**src/rtl/keypad_pkg.sv**
```systemverilog
// Shared constants for the keypad entry block: key codes, keypad layout,
// debounce state encoding and per-scan classification encoding.
package keypad_pkg;

    // Function keys with a dedicated action in the operand logic
    localparam logic [3:0] KEY_ENTER = 4'd10;  // toggle A/B selection
    localparam logic [3:0] KEY_CLEAR = 4'd11;  // clear selected operand
    localparam logic [3:0] KEY_START = 4'd12;  // request a computation

    // Position p = 4*row + col to key code; entry 0 is the rightmost nibble
    localparam logic [15:0][3:0] KEY_MAP = {
        4'hD, 4'hF, 4'h0, 4'hE,
        4'hC, 4'h9, 4'h8, 4'h7,
        4'hB, 4'h6, 4'h5, 4'h4,
        4'hA, 4'h3, 4'h2, 4'h1
    };

    // Debounce states
    localparam logic [1:0] ST_IDLE      = 2'd0;
    localparam logic [1:0] ST_PRESS_CNT = 2'd1;
    localparam logic [1:0] ST_HELD      = 2'd2;
    localparam logic [1:0] ST_REL_CNT   = 2'd3;

    // Result of one complete four-column scan
    localparam logic [1:0] SCAN_NONE   = 2'd0;
    localparam logic [1:0] SCAN_SINGLE = 2'd1;
    localparam logic [1:0] SCAN_MULTI  = 2'd2;

endpackage

```
**src/rtl/keypad_scan.sv**
```systemverilog
// Column strobe, row sampling, scan classification and press/release
// debounce. Exposes the combinational accept strobe so the operand logic can
// act on the same edge that raises key_valid.
module keypad_scan
    import keypad_pkg::*;
#(
    parameter int unsigned SCAN_DIV       = 50000,
    parameter int unsigned DEBOUNCE_SCANS = 4
) (
    input  logic       clk,
    input  logic       rst,
    input  logic [3:0] rows,
    output logic [3:0] col_sel,
    output logic       accept,
    output logic [3:0] accept_code,
    output logic       key_valid,
    output logic [3:0] key_code
);

    localparam int unsigned DivW = (SCAN_DIV > 2) ? $clog2(SCAN_DIV) : 1;
    localparam int unsigned CntW = $clog2(DEBOUNCE_SCANS + 1);

    logic [DivW-1:0] div_q;
    logic [1:0]      col_q;
    logic [1:0]      hits_q;     // keys seen so far this scan, saturating at 2
    logic [3:0]      pos_q;      // position of the (single) key seen so far
    logic [1:0]      state_q, state_d;
    logic [CntW-1:0] cnt_q, cnt_d;
    logic [3:0]      cand_q, cand_d;
    logic            key_valid_q, key_valid_d;
    logic [3:0]      key_code_q, key_code_d;

    logic            sample, scan_done;
    logic [2:0]      row_cnt, hit_sum;
    logic [1:0]      hits_new, row_idx, scan_res;
    logic [3:0]      pos_new, scan_code;

    assign sample    = (div_q == DivW'(SCAN_DIV - 1));
    assign scan_done = sample && (col_q == 2'd3);
    assign col_sel   = 4'b0001 << col_q;

    // Merge the current column's rows into the running scan result
    always_comb begin
        row_cnt = {2'b0, rows[0]} + {2'b0, rows[1]} + {2'b0, rows[2]} + {2'b0, rows[3]};
        hit_sum = {1'b0, hits_q} + row_cnt;
        hits_new = (hit_sum >= 3'd2) ? 2'd2 : hit_sum[1:0];
        case (rows)
            4'b0010: row_idx = 2'd1;
            4'b0100: row_idx = 2'd2;
            4'b1000: row_idx = 2'd3;
            default: row_idx = 2'd0;
        endcase
        pos_new = (row_cnt == 3'd1) ? {row_idx, col_q} : pos_q;
        unique case (hits_new)
            2'd0:    scan_res = SCAN_NONE;
            2'd1:    scan_res = SCAN_SINGLE;
            default: scan_res = SCAN_MULTI;
        endcase
        scan_code = KEY_MAP[pos_new];
    end

    // Column timing and per-scan accumulation
    always_ff @(posedge clk or posedge rst) begin
        if (rst) begin
            div_q  <= '0;
            col_q  <= 2'd0;
            hits_q <= 2'd0;
            pos_q  <= 4'd0;
        end else begin
            div_q <= sample ? '0 : div_q + 1'b1;
            if (sample) begin
                col_q  <= col_q + 2'd1;
                hits_q <= scan_done ? 2'd0 : hits_new;
                pos_q  <= scan_done ? 4'd0 : pos_new;
            end
        end
    end

    // Debounce next state; only advances once per completed scan
    always_comb begin
        state_d     = state_q;
        cnt_d       = cnt_q;
        cand_d      = cand_q;
        key_valid_d = 1'b0;
        key_code_d  = key_code_q;
        if (scan_done) begin
            case (state_q)
                ST_IDLE: begin
                    if (scan_res == SCAN_SINGLE) begin
                        cand_d = scan_code;
                        cnt_d  = CntW'(1);
                        if (DEBOUNCE_SCANS <= 1) begin
                            state_d     = ST_HELD;
                            key_valid_d = 1'b1;
                            key_code_d  = scan_code;
                        end else begin
                            state_d = ST_PRESS_CNT;
                        end
                    end
                end
                ST_PRESS_CNT: begin
                    if (scan_res == SCAN_SINGLE && scan_code == cand_q) begin
                        cnt_d = cnt_q + CntW'(1);
                        if (32'(cnt_q) + 32'd1 >= DEBOUNCE_SCANS) begin
                            state_d     = ST_HELD;
                            key_valid_d = 1'b1;
                            key_code_d  = cand_q;
                        end
                    end else begin
                        state_d = ST_IDLE;
                    end
                end
                ST_HELD: begin
                    // MULTI keeps us here: a second key is not a release
                    if (scan_res == SCAN_NONE) begin
                        cnt_d   = CntW'(1);
                        state_d = (DEBOUNCE_SCANS <= 1) ? ST_IDLE : ST_REL_CNT;
                    end
                end
                default: begin
                    if (scan_res == SCAN_NONE) begin
                        cnt_d = cnt_q + CntW'(1);
                        if (32'(cnt_q) + 32'd1 >= DEBOUNCE_SCANS) state_d = ST_IDLE;
                    end else begin
                        state_d = ST_HELD;
                    end
                end
            endcase
        end
    end

    // Debounce state and accepted-key registers
    always_ff @(posedge clk or posedge rst) begin
        if (rst) begin
            state_q     <= ST_IDLE;
            cnt_q       <= '0;
            cand_q      <= 4'd0;
            key_valid_q <= 1'b0;
            key_code_q  <= 4'd0;
        end else begin
            state_q     <= state_d;
            cnt_q       <= cnt_d;
            cand_q      <= cand_d;
            key_valid_q <= key_valid_d;
            key_code_q  <= key_code_d;
        end
    end

    assign accept      = key_valid_d;
    assign accept_code = key_code_d;
    assign key_valid   = key_valid_q;
    assign key_code    = key_code_q;

endmodule

```
**src/rtl/keypad_entry.sv**
```systemverilog
// Keypad front end: turns debounced key codes into two 3-digit BCD operands,
// the A/B selection flag and a one-cycle start request.
module keypad_entry
    import keypad_pkg::*;
#(
    parameter int unsigned SCAN_DIV       = 50000,
    parameter int unsigned DEBOUNCE_SCANS = 4
) (
    input  logic       clk,
    input  logic       rst,
    input  logic [3:0] rows,
    output logic [3:0] col_sel,
    input  logic       finish,
    output logic [3:0] num_A2,
    output logic [3:0] num_A1,
    output logic [3:0] num_A0,
    output logic [3:0] num_B2,
    output logic [3:0] num_B1,
    output logic [3:0] num_B0,
    output logic       num_display,
    output logic       start,
    output logic       key_valid,
    output logic [3:0] key_code
);

    logic        accept;
    logic [3:0]  acc_code;
    logic [11:0] a_q, a_d, b_q, b_d;
    logic        disp_q, disp_d;
    logic        start_q, start_d;

    keypad_scan #(
        .SCAN_DIV      (SCAN_DIV),
        .DEBOUNCE_SCANS(DEBOUNCE_SCANS)
    ) u_scan (
        .clk        (clk),
        .rst        (rst),
        .rows       (rows),
        .col_sel    (col_sel),
        .accept     (accept),
        .accept_code(acc_code),
        .key_valid  (key_valid),
        .key_code   (key_code)
    );

    // Operand editing; acts on the accept strobe so it lands with key_valid
    always_comb begin
        a_d     = a_q;
        b_d     = b_q;
        disp_d  = disp_q;
        start_d = 1'b0;
        if (accept) begin
            if (acc_code <= 4'd9) begin
                if (finish) begin
                    // A new digit after a result starts a fresh entry in A
                    a_d    = {8'h00, acc_code};
                    b_d    = 12'h000;
                    disp_d = 1'b0;
                end else if (disp_q) begin
                    b_d = {b_q[7:0], acc_code};
                end else begin
                    a_d = {a_q[7:0], acc_code};
                end
            end else begin
                case (acc_code)
                    KEY_ENTER: disp_d = ~disp_q;
                    KEY_CLEAR: begin
                        if (disp_q) b_d = 12'h000;
                        else        a_d = 12'h000;
                    end
                    KEY_START: start_d = ~finish;
                    default: ;
                endcase
            end
        end
    end

    // Operand, selection and start registers
    always_ff @(posedge clk or posedge rst) begin
        if (rst) begin
            a_q     <= 12'h000;
            b_q     <= 12'h000;
            disp_q  <= 1'b0;
            start_q <= 1'b0;
        end else begin
            a_q     <= a_d;
            b_q     <= b_d;
            disp_q  <= disp_d;
            start_q <= start_d;
        end
    end

    assign {num_A2, num_A1, num_A0} = a_q;
    assign {num_B2, num_B1, num_B0} = b_q;
    assign num_display = disp_q;
    assign start       = start_q;

endmodule

```
**config.mk**
```make
export PLATFORM = sky130hd
export DESIGN_NAME = keypad_entry
export DESIGN_NICKNAME = d
export VERILOG_FILES = /design/src/rtl/keypad_pkg.sv /design/src/rtl/keypad_scan.sv /design/src/rtl/keypad_entry.sv
export SDC_FILE = /design/constraint.sdc
export NUM_CORES = 1
export LEC_CHECK = 0
export CORE_UTILIZATION = 45
export DETAILED_ROUTE_END_ITERATION = 7
export PLACE_DENSITY = 0.64
export SLEW_MARGIN = 20
export SYNTH_ARGS = -nofsm -noshare
export SYNTH_HDL_FRONTEND = slang
export SYNTH_SLANG_ARGS = --single-unit
```
**constraint.sdc**
```tcl
create_clock -name clk -period 4.74 [get_ports clk]
set_clock_uncertainty 0.05 [all_clocks]
set_input_delay 0.474 -clock clk [delete_from_list [all_inputs] [get_ports clk]]
set_output_delay 0.474 -clock clk [all_outputs]
set_load 0.01 [all_outputs]
```
==> impl_results.md <==
- Outcome: complete, no violations
- CTS Hold Bufs: 0
- R2R depth: 8
- Wire length of the first global-routing pass: 11900 um
- Largest net degree at the start of global routing: 35
- Worst-path maximum fanout: 7
- EDFF count, synth: 0
- Non-Filler Instances: 509
- Initial antenna violation count: 0
- Peak VDD IR: 160 uV
- Crit end category: flop
- Fraction of layout cells with a size suffix above 1: 0.193
- Multi-input gate area: ~0.0018 mm2
- Worst slew margin: 0.544
- Vias in the first global route: 2547
- Clock root cell: clkbuf_8
- 1st-iter DRT viols: 109
- Hpwl dp: 5100 um
- Routed WL per cell: around 14 um
- Most common cell after layout, fill and taps aside: dfrtp_1
- #FFs+latches synth: 64
- Top cells by area, synth: dfrtp_1 46%, ha_1 5.7%, a22o_1 4.0%
- Bufs on Longest Clock Path: 2
- Fin crit period: 4550 ps
- Routed via count: 2701
- Final WL: 6920 um
- Most frequent cells in the layout: 64 x dfrtp_1, 41 x clkdlybuf4s50_1, 37 x buf_4, 25 x nand2_1
- Worst hold endpoint: u_scan.hits_q[0]
- Avg Inst Size Synth: roughly 11 um2
- Remaining global-route overflow: 0
- Via-per-instance ratio: 5.31
- Hold WC Path Type: reg2reg
- Post-Syn Instances: 330
- Reg-to-Reg Start: u_scan.div_q[5]
- Worst Hold Path Cells: 2
- Pre-antenna DRT Iters: 4
- Critical Path AT: 4720 ps
- CTS Buf Count: 9
- Top_reg_cell synth: dfrtp_1
- Gr usage total: 0.183
- Crit path kind: in2reg
- Seq. cell area: around 0.0016 mm2
- # port buffers: 41
- FP Rows: 31
- Core Util, Final: 0.617
- Area Overhead vs Synth: 30.6%
- R2R Path End: b_q[9]
- Pwr per Cell Area: 294 mW/mm2
- Worst hold start: u_scan.hits_q[0]
- Setup_tns: 0 ps
- Post-DP Area: 0.00422 mm2
- Fillers: roughly 620
- Synth area leader: dfrtp_1
- Core area: 0.00737 mm2
- Synth Net Count: around 360
- Setup violators final: 0
- Max Cap Viol: 0
- Fmax: ~220 MHz
- GPL Wtd Cong: 0.832
- Worst slew pin tran: 683 ps
- Tcrit/Tclk final: 0.959
- Nets: 430
- Fin area: 0.00455 mm2
- Clock Sinks: 64
- Register clock-pin slew on the reported worst setup and hold paths: 70 ps
- Die width: 90.0 um
- DRC errors left: 0
- Final-report max-slew violation count: 0
- Post-synthesis sequential area ratio: 0.460
- Post-Place Cells: 492
- Mapped cell area: 0.00348 mm2
- Skew-Pair Late Insertion Delay: 340 ps
- Netlist cell types: 57
- R2r setup slk: 1520 ps
- H-tree depth: 3
- Die area: a little over 0.008 mm2
- CP startpoint kind: input pin
- Req. time, crit path: around 4900 ps
- Static leakage: between 2 and 2.5 nW
- DRT antenna net count: 0
- TritonCTS clock tree: done
- Antenna cells: 0
- Die height: about 90 um
- I/O Pins: 42
- Fin. Hold Viols: 0
- Initial Util: 0.473
- Async SR Flop Fraction: 1.00
- Synth top area share: 0.460
- YS warnings: 0
report_power, final:
| group | internal, mW | switching (mW) |
|---|---|---|
| registers | 0.546 | 0.00140 |
| logic | 0.104 | 0.103 |
| clock network | 0.356 | 0.227 |
| total | 1.01 | 0.331 |
final cells by class:
cell class,count,area share
clock buffer,9,0.0272
timing repair buffer,78,0.151
clock inverter,7,0.0275
sequential,64,0.352
tap,99,0.0272
inverter,19,0.0157
multi-input combinational,233,0.399
registers in the layout (all words and copies together), names as in the netlist, 2 cells and up:
name / cells
u_scan.pos_q: 4
u_scan.key_code: 4
b_q: 12
u_scan.cnt_q: 3
u_scan.col_q: 2
a_q: 12
u_scan.div_q: 16
u_scan.cand_q: 4
u_scan.hits_q: 2
u_scan.state_q: 2
critical path, stage by stage:
cell and delay, ps:
clkdlybuf4s50_1 490, inv_1 60, ha_1 270, inv_1 40
fa_1 340, inv_1 60, ha_1 250, or3_1 380
buf_4 190, o31a_1 320, mux2_4 330, o211ai_2 150
nand4_2 130, or3_4 440, or3_4 410, buf_4 170
a22o_1 230
kinds of logic after synthesis:
family / after synthesis / share of synthesized area
AOI/OAI and AO/OA: 70 / 0.152
muxes: 21 / 0.0682
buffers and inverters: 33 / 0.0406
xor gates and xnor gates: 17 / 0.0427
DFF: 64 / 0.460
and+or+nand+nor: 107 / 0.168
adders and majority gates: 18 / 0.0690
per-stage QoR:
step,setup slack [ps],hold slack [ps],power (mW)
after floorplan,27.1,405,0.668
after global placement,-307,430,0.748
after detailed placement,-392,432,0.749
after CTS,94.8,449,1.34
after global routing,-18.2,479,1.40
final,192,442,1.34
worst max-delay path by stage:
stage / from / endpoint / slack, ps / depth (start not counted)
after floorplan: rows[2] / a_q[0] / 30 / 18
after global placement: rows[0] / b_q[6] / -310 / 19
after detailed placement: rows[0] / b_q[9] / -390 / 19
after CTS: rows[0] / b_q[9] / 90 / 19
after global routing: rows[0] / b_q[10] / -20 / 19
final: rows[0] / b_q[9] / 190 / 17
cells in the mapped netlist, drive strengths merged (6+ instances only):
cell and instances:
dfrtp 64, ha 16, o21ai 11, and3 7, xnor2 10, clkbuf 10, a21oi 7, a22o 16
nor2b 6, mux2 13, o31ai 10, nand3 12, nand2 25, xor2 7, mux2i 8, and2 6
inv 19, nor3 9, nor2 18
per-layer routing:
metal	vias up	part of all wire	global-route usage
met2	52	0.46	0.287
met4	0	0.015	0.0753
met1	1307	0.49	0.249
met5	-	0	0
li1	1336	-	-
met3	6	0.035	0.0381
repair_timing:
| action | CTS | global route |
|---|---|---|
| setup buffers | 0 | 1 |
| pin swaps | 0 | 3 |
| gates resized for setup | 1 | 14 |
| setup endpoints to repair | 9 | 24 |
(Power assumes the default switching activity.)
